## src/rtl/clock_pkg.sv

```systemverilog
// Shared encodings for the digital-clock user interface.
//   mode_e  : operating mode (RUN / SET_TIME / SET_ALARM)
//   field_e : field being adjusted (sec / min / hour), never 3
//   next_mode / next_field : wrap-around advance helpers
package clock_pkg;

   typedef enum logic [1:0] {
      MODE_RUN       = 2'd0,
      MODE_SET_TIME  = 2'd1,
      MODE_SET_ALARM = 2'd2
   } mode_e;

   typedef enum logic [1:0] {
      FIELD_SEC  = 2'd0,
      FIELD_MIN  = 2'd1,
      FIELD_HOUR = 2'd2
   } field_e;

   function automatic mode_e next_mode(input mode_e m);
      case (m)
         MODE_RUN:      return MODE_SET_TIME;
         MODE_SET_TIME: return MODE_SET_ALARM;
         default:       return MODE_RUN;
      endcase
   endfunction

   function automatic field_e next_field(input field_e f);
      case (f)
         FIELD_SEC: return FIELD_MIN;
         FIELD_MIN: return FIELD_HOUR;
         default:   return FIELD_SEC;
      endcase
   endfunction

endpackage

```

## src/rtl/clock_mode_ctrl_if.sv

```systemverilog
// Key/strobe inputs and UI control outputs of clock_mode_ctrl.
//   master : drives tick_1hz and key pulses, observes the outputs
//   slave  : the controller (receives keys, drives mode/field/pulses/mask)
interface clock_mode_ctrl_if;
   import clock_pkg::*;

   logic       tick_1hz;
   logic       key_mode;
   logic       key_sel;
   logic       key_add;
   mode_e      mode;
   logic       run_en;
   field_e     field_sel;
   logic       time_adj_pulse;
   logic       alarm_adj_pulse;
   logic       alarm_armed;
   logic [2:0] blink_mask;

   modport master (
      output tick_1hz, key_mode, key_sel, key_add,
      input  mode, run_en, field_sel, time_adj_pulse, alarm_adj_pulse,
             alarm_armed, blink_mask
   );

   modport slave (
      input  tick_1hz, key_mode, key_sel, key_add,
      output mode, run_en, field_sel, time_adj_pulse, alarm_adj_pulse,
             alarm_armed, blink_mask
   );

endinterface

```

## src/rtl/blink_gen.sv

```systemverilog
// Blink phase generator: a 0..HALF-1 cycle counter that toggles phase on
// wrap. restart forces counter=0 and phase=visible (1).
//   clk, rst_n : clock, async active-low reset (phase resets visible)
//   restart    : 1-cycle restart request
//   phase      : registered blink phase, 1=visible
module blink_gen #(
   parameter int unsigned HALF = 25_000_000
) (
   input  logic clk,
   input  logic rst_n,
   input  logic restart,
   output logic phase
);

   localparam int unsigned CW = (HALF > 1) ? $clog2(HALF) : 1;
   localparam logic [CW-1:0] LAST = CW'(HALF - 1);

   logic [CW-1:0] cnt_q, cnt_d;
   logic          phase_q, phase_d;

   always_comb begin
      cnt_d   = cnt_q + 1'b1;
      phase_d = phase_q;
      if (restart) begin
         cnt_d   = '0;
         phase_d = 1'b1;
      end else if (cnt_q == LAST) begin
         cnt_d   = '0;
         phase_d = ~phase_q;
      end
   end

   always_ff @(posedge clk or negedge rst_n) begin
      if (!rst_n) begin
         cnt_q   <= '0;
         phase_q <= 1'b1;
      end else begin
         cnt_q   <= cnt_d;
         phase_q <= phase_d;
      end
   end

   assign phase = phase_q;

endmodule

```

## src/rtl/clock_mode_ctrl.sv

```systemverilog
// UI sequencer for the digital clock: mode FSM (RUN/SET_TIME/SET_ALARM),
// field select, routing of add presses, inactivity timeout and blink masks.
//   clk, rst_n : clock, async active-low reset
//   bus        : slave side of clock_mode_ctrl_if (keys/tick in, controls out)
// Every output is a flop or a decode of flops only; key response is one cycle.
import clock_pkg::*;

module clock_mode_ctrl #(
   parameter int unsigned TIMEOUT_S  = 30,
   parameter int unsigned BLINK_HALF = 25_000_000
) (
   input logic               clk,
   input logic               rst_n,
   clock_mode_ctrl_if.slave  bus
);

   localparam logic [7:0] TO_LAST = 8'(TIMEOUT_S - 1);

   mode_e      mode_q, mode_d;
   field_e     field_q, field_d;
   logic       tadj_q, tadj_d;
   logic       aadj_q, aadj_d;
   logic       armed_q, armed_d;
   logic [7:0] tcnt_q, tcnt_d;
   logic       any_key, in_set, phase;

   assign any_key = bus.key_mode | bus.key_sel | bus.key_add;
   assign in_set  = (mode_q != MODE_RUN);

   always_comb begin
      mode_d  = mode_q;
      field_d = field_q;
      tadj_d  = 1'b0;
      aadj_d  = 1'b0;
      armed_d = armed_q;
      tcnt_d  = tcnt_q;

      // Priority mode > sel > add; losers in the same cycle are dropped.
      if (bus.key_mode) begin
         mode_d  = next_mode(mode_q);
         field_d = FIELD_SEC;
      end else if (bus.key_sel) begin
         if (in_set) field_d = next_field(field_q);
      end else if (bus.key_add) begin
         case (mode_q)
            MODE_SET_TIME:  tadj_d  = 1'b1;
            MODE_SET_ALARM: aadj_d  = 1'b1;
            default:        armed_d = ~armed_q;
         endcase
      end

      // A key in the expiring cycle wins, so the key check comes first.
      if (!in_set || any_key) begin
         tcnt_d = '0;
      end else if (bus.tick_1hz) begin
         if (tcnt_q == TO_LAST) begin
            tcnt_d  = '0;
            mode_d  = MODE_RUN;
            field_d = FIELD_SEC;
         end else begin
            tcnt_d = tcnt_q + 8'd1;
         end
      end
   end

   always_ff @(posedge clk or negedge rst_n) begin
      if (!rst_n) begin
         mode_q  <= MODE_RUN;
         field_q <= FIELD_SEC;
         tadj_q  <= 1'b0;
         aadj_q  <= 1'b0;
         armed_q <= 1'b0;
         tcnt_q  <= '0;
      end else begin
         mode_q  <= mode_d;
         field_q <= field_d;
         tadj_q  <= tadj_d;
         aadj_q  <= aadj_d;
         armed_q <= armed_d;
         tcnt_q  <= tcnt_d;
      end
   end

   // Any press restarts the blink so the edited field stays lit while pressed.
   blink_gen #(.HALF(BLINK_HALF)) u_blink (
      .clk     (clk),
      .rst_n   (rst_n),
      .restart (any_key),
      .phase   (phase)
   );

   logic [2:0] mask;
   always_comb begin
      mask = 3'b111;
      if (in_set) mask[field_q] = phase;
   end

   assign bus.mode            = mode_q;
   assign bus.run_en          = ~in_set;
   assign bus.field_sel       = field_q;
   assign bus.time_adj_pulse  = tadj_q;
   assign bus.alarm_adj_pulse = aadj_q;
   assign bus.alarm_armed     = armed_q;
   assign bus.blink_mask      = mask;

endmodule

```

## src/flat_wrapper.sv

```systemverilog
// flat-port wrapper written by rule: the top's interface ports become plain ports
module clock_mode_ctrl_flat 
#(
   parameter int unsigned TIMEOUT_S  = 30,
   parameter int unsigned BLINK_HALF = 25_000_000
)
  (clk, rst_n, bus_tick_1hz, bus_key_mode, bus_key_sel, bus_key_add, bus_mode, bus_run_en, bus_field_sel, bus_time_adj_pulse, bus_alarm_adj_pulse, bus_alarm_armed, bus_blink_mask);
  clock_mode_ctrl_if bus_i ();
  input logic clk;
  input logic rst_n;
  input wire logic [$bits(bus_i.tick_1hz)-1:0] bus_tick_1hz;
  input wire logic [$bits(bus_i.key_mode)-1:0] bus_key_mode;
  input wire logic [$bits(bus_i.key_sel)-1:0] bus_key_sel;
  input wire logic [$bits(bus_i.key_add)-1:0] bus_key_add;
  output wire logic [$bits(bus_i.mode)-1:0] bus_mode;
  output wire logic [$bits(bus_i.run_en)-1:0] bus_run_en;
  output wire logic [$bits(bus_i.field_sel)-1:0] bus_field_sel;
  output wire logic [$bits(bus_i.time_adj_pulse)-1:0] bus_time_adj_pulse;
  output wire logic [$bits(bus_i.alarm_adj_pulse)-1:0] bus_alarm_adj_pulse;
  output wire logic [$bits(bus_i.alarm_armed)-1:0] bus_alarm_armed;
  output wire logic [$bits(bus_i.blink_mask)-1:0] bus_blink_mask;
  assign bus_i.tick_1hz = bus_tick_1hz;
  assign bus_i.key_mode = bus_key_mode;
  assign bus_i.key_sel = bus_key_sel;
  assign bus_i.key_add = bus_key_add;
  assign bus_mode = bus_i.mode;
  assign bus_run_en = bus_i.run_en;
  assign bus_field_sel = bus_i.field_sel;
  assign bus_time_adj_pulse = bus_i.time_adj_pulse;
  assign bus_alarm_adj_pulse = bus_i.alarm_adj_pulse;
  assign bus_alarm_armed = bus_i.alarm_armed;
  assign bus_blink_mask = bus_i.blink_mask;
  clock_mode_ctrl #(.TIMEOUT_S(TIMEOUT_S), .BLINK_HALF(BLINK_HALF)) u_core (.clk(clk), .rst_n(rst_n), .bus(bus_i));
endmodule
```

## config.mk

```make
export PLATFORM = sky130hd
export DESIGN_NAME = clock_mode_ctrl_flat
export DESIGN_NICKNAME = d
export VERILOG_FILES = /design/src/rtl/clock_pkg.sv /design/src/rtl/clock_mode_ctrl_if.sv /design/src/rtl/blink_gen.sv /design/src/rtl/clock_mode_ctrl.sv /design/src/flat_wrapper.sv
export SDC_FILE = /design/constraint.sdc
export NUM_CORES = 1
export LEC_CHECK = 0
export CELL_PAD_IN_SITES_DETAIL_PLACEMENT = 1
export CELL_PAD_IN_SITES_GLOBAL_PLACEMENT = 2
export CORE_UTILIZATION = 33
export DETAILED_ROUTE_END_ITERATION = 10
export PLACE_DENSITY = 0.85
export SYNTH_ARGS = -nofsm -noshare
export SYNTH_HDL_FRONTEND = slang
export SYNTH_HIERARCHICAL = 1
export SYNTH_SLANG_ARGS = --single-unit
```

## constraint.sdc

```tcl
create_clock -name clk -period 1.9 [get_ports clk]
set_input_delay 0.38 -clock clk [delete_from_list [all_inputs] [get_ports clk]]
set_output_delay 0.38 -clock clk [all_outputs]
set_load 0.005 [all_outputs]
```

# After elaboration in Yosys (flattened, before gate mapping)
# Index checks and enable logic that the tools add are counted.
[totals]
ff_bits = 41
latch_bits = 0
ram_bits = 0
rom_bits = 0
output_inout_bits = 11
wordCells = 67
memories = 0
[op_classes]
n_addsub = 2
multipliers = 0
n_div = 0
n_lt_le_gt_ge = 2
eq_ne = 5
shift = 0
n_mux = 30
bitwise = 10
reduce_logical = 10
[ops]
columns = ["operator", "count"]
rows = [
  ["25-bit two-way mux", 2],
  ["25-bit by 1-bit adder with 25-bit output (second input constant)", 1],
  ["25-bit equality test (second input constant)", 1],
  ["8-bit two-way mux", 3],
  ["2-bit two-way mux", 10],
  ["1-bit two-way mux", 11],
  ["8-bit by 1-bit adder with 8-bit output (second input constant)", 1],
  ["8-bit by 5-bit equality test with 1-bit output (second input constant)", 1],
  ["2-bit case mux with 2 select lines", 2],
  ["1-bit inverter", 6],
  ["2-bit nonzero test", 3],
  ["2-bit by 1-bit equality test with 1-bit output (second input constant)", 2],
  ["2-bit zero test", 2],
  ["4-bit AND reduction", 1],
  ["2-bit by 3-bit less-than comparator with 1-bit output (second input constant)", 1],
  ["3-bit two-way mux", 1],
  ["3-bit inverter", 1],
  ["3-bit bitwise OR", 1],
  ["1-bit demux with 2-bit select", 1],
  ["2-bit equality test (second input constant)", 1],
  ["2-bit by 1-bit greater-or-equal comparator with 1-bit output (second input constant)", 1],
  ["1-bit bitwise OR", 2],
  ["2-bit OR reduction", 1],
  ["1-bit logical AND", 1],
  ["2 further kinds", 2],
]

# Depth between registers and ports, before layout
[depth]
ltp_word = 8
mapped_depth = 6

# Cells and area by module
# Netlist, hierarchy kept.
[by_module_without_submodules]
columns = ["module", "n_inst", "cells_each", "area_per_inst_um2", "seq_area_each_um2"]
rows = [
  ["blink_gen", 1, 139, 1298.7, 651.9],
  ["clock_mode_ctrl", 1, 90, 937.1, 375.4],
]

# Worst setup path before layout
# Ideal clock, no wire load.
[synth_timing]
path_type = "flip-flop to flip-flop"
from = "register u_core.u_blink.cnt_q[0]"
to = "register u_core.u_blink.cnt_q[20]"
setup_time_ns = 0.078
arrival_time_ns = 1.712
setup_slack_ns = 0.110
path_stages_with_launch = 6
path_buffers = 0
synth_period_minus_slack_ns = 1.790
cell_sequence = "dfrtp_1 ha_1 nand2_1 or4_1 or3_1 a21oi_1"
[synth_between]
elab_chain_len = 3
word_cells_on_any_way = 4
classes_between = "add/sub (1); eq/ne (1); mux (2)"
[synth_lines]
columns = ["item", "line", "source"]
rows = [
  ["start: declaration", "blink_gen.sv:18", "logic [CW-1:0] cnt_q, cnt_d;"],
  ["start signal: assignment", "blink_gen.sv:38", "cnt_q <= cnt_d;"],
  ["25-bit by 1-bit adder with 25-bit output or 25-bit equality test (tied branches)", "blink_gen.sv:22, blink_gen.sv:27", ""],
  ["25-bit two-way mux (*)", "blink_gen.sv:27", "end else if (cnt_q == LAST) begin"],
  ["25-bit two-way mux (*)", "blink_gen.sv:24", "if (restart) begin"],
  ["named net u_core.u_blink.cnt_d[20]", "blink_gen.sv:18", ""],
]
# Mark *: on every way through the listed nets, which the timed path passes. The rest lies on a longest branch.
# A chain may end at the register's enable or synchronous reset.

# Worst setup path after layout
[layout_timing]
from = "register u_core.u_blink.cnt_q[6]"
to = "register u_core.u_blink.cnt_q[21]"
# The elaborated chain is that of the path after synthesis.

==> run metrics <==
outcome=finished, violations left; failing checks=DRC; Mapped Cells=between 200 and 250; Via density=between 5 and 6; clk_lat worst skew=between 0.2 and 0.3 ns; CP max-delay cell=or4_1; PD cells=794.9 mW/mm2; switch share=26.08%; crit end category=flop; Reg2Reg Launch Point=u_core/u_blink/cnt_q[6]; Final Hold Viols=0; share of cells above drive strength 1=between 20% and 30%; placed cell areas=0.002663 mm2; kind of critical path=flop to flop; CP Buf/Inv Count=0; final net count=about 290; Critical Path RT=approximately 2.1 ns; DRT Pass-1 Iters=7; global-route wire length before repair=9453 um; clock-pin slew on the worst setup and hold paths=0.08 ns; Layout fillers=approximately 740; crit path max fanout=5; Post-Syn Area=approximately 0.0022 mm2; GR Overflow Total=0; Clock Tree Buf Depth=2; FP Rows=29; Pleak=0.001108 uW; NetSw=about 600 uW; Detailed Route WL=roughly 5700 um; routed length per placed instance=roughly 16 um; sequential share of power=between 40% and 50%; RSZ-0062 raised after global routing=yes; CP startpoint kind=flop; Util after Layout=44.48%; CTS tree=yes; final instance area=~0.0029 mm2; Final period util=~97%; CTS buffer count=5; HP Class=input port to asynchronous set/reset pin; # port buffers=16; Finished Layout Cells=between 300 and 400; P_int=between 1500 and 2000 uW; Sink Count=approximately 40; Clock Power Share=roughly a third; placer congestion estimate=0.7223; pin count of the biggest net entering global routing=25; Worst-Margin Slew=between 0.5 and 0.6 ns; clk_skew=roughly 0.0042 ns; Initial Util=between 30% and 40%; Ports=17; Netlist cell types=between 40 and 50; Crit path depth=4; die height=around 84 um; DP Worst Slack=-0.01718 ns; antenna cells=0; upper clock frequency limit=543.4 MHz; Syn Area/Cell=between 9 and 10 um2; Total Power=about 2300 uW; ANT nets after route=0; worst path cell trace=nand4_1 -> or3_4 -> or4_1 -> a21oi_1; syn_nets=between 200 and 250; register area share after synthesis=45.94%; Seq cells post-synth=between 40 and 50; Reg2Reg Depth=4; PnR worst setup slack=0.05987 ns; Slew headroom=around 66%; Die ar.=between 0.007 and 0.008 mm2; combinational share of power=26.1%; floorplan core area=between 0.006 and 0.007 mm2; Final Critical Period=1.840 ns; initial antenna violation count=0; DR iter-0 viols=88; CP max stage delay=~0.50 ns; Max VDD drop=between 0.2 and 0.3 mV; gr usage total=between 15 and 20%; delay-heaviest family, CP=simple AND/OR/NAND/NOR gates; Crit path arrival time=2.06 ns; die width=84.32 um; Root Driver=clkbuf_8; setup violators final=0; Max Cap Viol=0; Residual DRC=2; htree depth=2; Synth warnings=6; via count=1,901; vias in the first global route=approximately 1,900; Worst Setup SP=u_core/u_blink/cnt_q[6]; Top FF cell, synth=dfrtp_1; DP HPWL=about 3900 um; Pins Over Slew Limit=0; Inst Count DP=339; synth-to-layout area growth=28.48%; Synth async-reset ratio=between 90% and 100%; EDFF count, synth=0
## Yosys cell counts (2+ instances only)
library cell  count  share of area, %
a21oi_1          15               3.4
a311oi_1          2              0.78
a31oi_1           3              0.84
and3_1            4               1.1
and4_1            2              0.78
buf_6             2               1.0
clkbuf_1          4              0.67
dfrtp_1          40                45
ha_1              7               3.9
inv_1             6               1.0
mux2i_1           4               1.8
nand2_1          16               2.7
nand2b_1          3              0.84
nand3_1          12               2.7
nand3b_1          2              0.67
nand4_1           5               1.4
nor2_1           22               3.7
nor2b_1           4               1.1
nor3_1            4              0.90
nor4_1            4               1.1
nor4b_1           2              0.78
o211ai_1          3               1.0
o21ai_0           8               1.8
o21ai_1           2              0.45
o21bai_1          2              0.67
o31ai_1           3               1.0
or3_1            10               2.8
or3b_2            2              0.78
or4_1             5               1.7
xnor2_1          11               4.3
xor2_1            4               1.6
## metrics by stage
stage / TNS, ns / hold slack, ns
floorplan: 0 / 0.08441
global placement: 0 / 0.3719
detailed placement: -0.01718 / 0.3751
CTS: 0 / 0.05360
global route: -0.1319 / 0.07305
finish: 0 / 0.05172
## worst reg2reg max path: cells and delay by family (launching register included)
kind,cells,cell delay (ns)
compound gates,1,0.14
simple gates,3,1.20
flops,1,0.43
## routing by layer
metal / wire length (um) / share of wire [%] / track usage [%]
met4: 75 / 1.3 / 5.643
met5: 0 / 0 / 0
met1: 2731 / 48 / 21.88
met2: 2818 / 49 / 28.76
met3: 98 / 1.7 / 1.770
## what timing repair did
item / CTS / global route
buffers inserted: 2 / 5
resized for setup: 8 / 7
setup endpoints to repair: 4 / 10
gates cloned: 0 / 0
hold buffers: 0 / 0
pin swaps: 2 / 2
## state kept, by name (all words and copies together), names as in the netlist
name,cells
u_core/u_blink/cnt_q,25
u_core/bus.field_sel,2
u_core/bus.mode,2
u_core/u_blink/phase,1
u_core/tcnt_q,8
u_core/bus.alarm_adj_pulse,1
u_core/bus.alarm_armed,1
u_core/bus.time_adj_pulse,1
## power groups by stage
stage | sequential [uW] | combinational (uW) | clock [uW]
after global placement | 967 | 460 | 0
after floorplan | 981 | 183 | 0
after detailed placement | 969 | 465 | 0
final | 958 | 596 | 730
after CTS | 954 | 532 | 755
after global routing | 966 | 643 | 783
## placed cells by master (no fill, tap or decap), types with 4 or more instances in the layout
cell	netlist	layout
xnor2_1	11	11
nand4_1	5	5
nand3_1	12	12
dfrtp_1	40	40
or3_1	10	9
nand2_1	16	16
nor4_1	4	4
inv_1	6	4
clkdlybuf4s50_1	0	10
clkbuf_8	0	6
mux2i_1	4	4
xor2_1	4	4
buf_4	0	28
ha_1	7	6
a21oi_1	15	14
nor2b_1	4	4
o21ai_0	8	8
and3_1	4	4
nor3_1	4	4
nor2_1	22	21
## logic make-up after synthesis
logic type / Yosys count / synth area share, %
compound gates: 43 / 12.87
xor+xnor: 15 / 5.876
buf+inv: 13 / 2.909
flops: 41 / 45.94
simple gates: 105 / 26.19
fa+ha+maj: 7 / 3.917
mux: 5 / 2.294
## path summary, 6_finish.rpt
path	slack (ns)	end
worst max register to register	0.06	u_core/u_blink/cnt_q[21]
worst min-delay path	0.05	u_core/u_blink/cnt_q[7]
worst min register to register	0.47	u_core/bus.alarm_armed
worst max-delay path	0.06	u_core/u_blink/cnt_q[21]
min in group clk	0.47	u_core/bus.alarm_armed
max in group asynchronous	1.35	u_core/u_blink/cnt_q[21]
## cell type report
type	count	area (um2)	area share [%]
Clock buffer	7	86.33	3.005
Clock inverter	1	30.03	1.045
Inverter	6	22.52	0.7840
Multi-Input combinational cell	175	1180	41.07
Sequential cell	41	1027	35.76
Tap cell	77	96.34	3.354
Timing Repair Buffer	47	430.4	14.98
(Power assumes the default switching activity.)
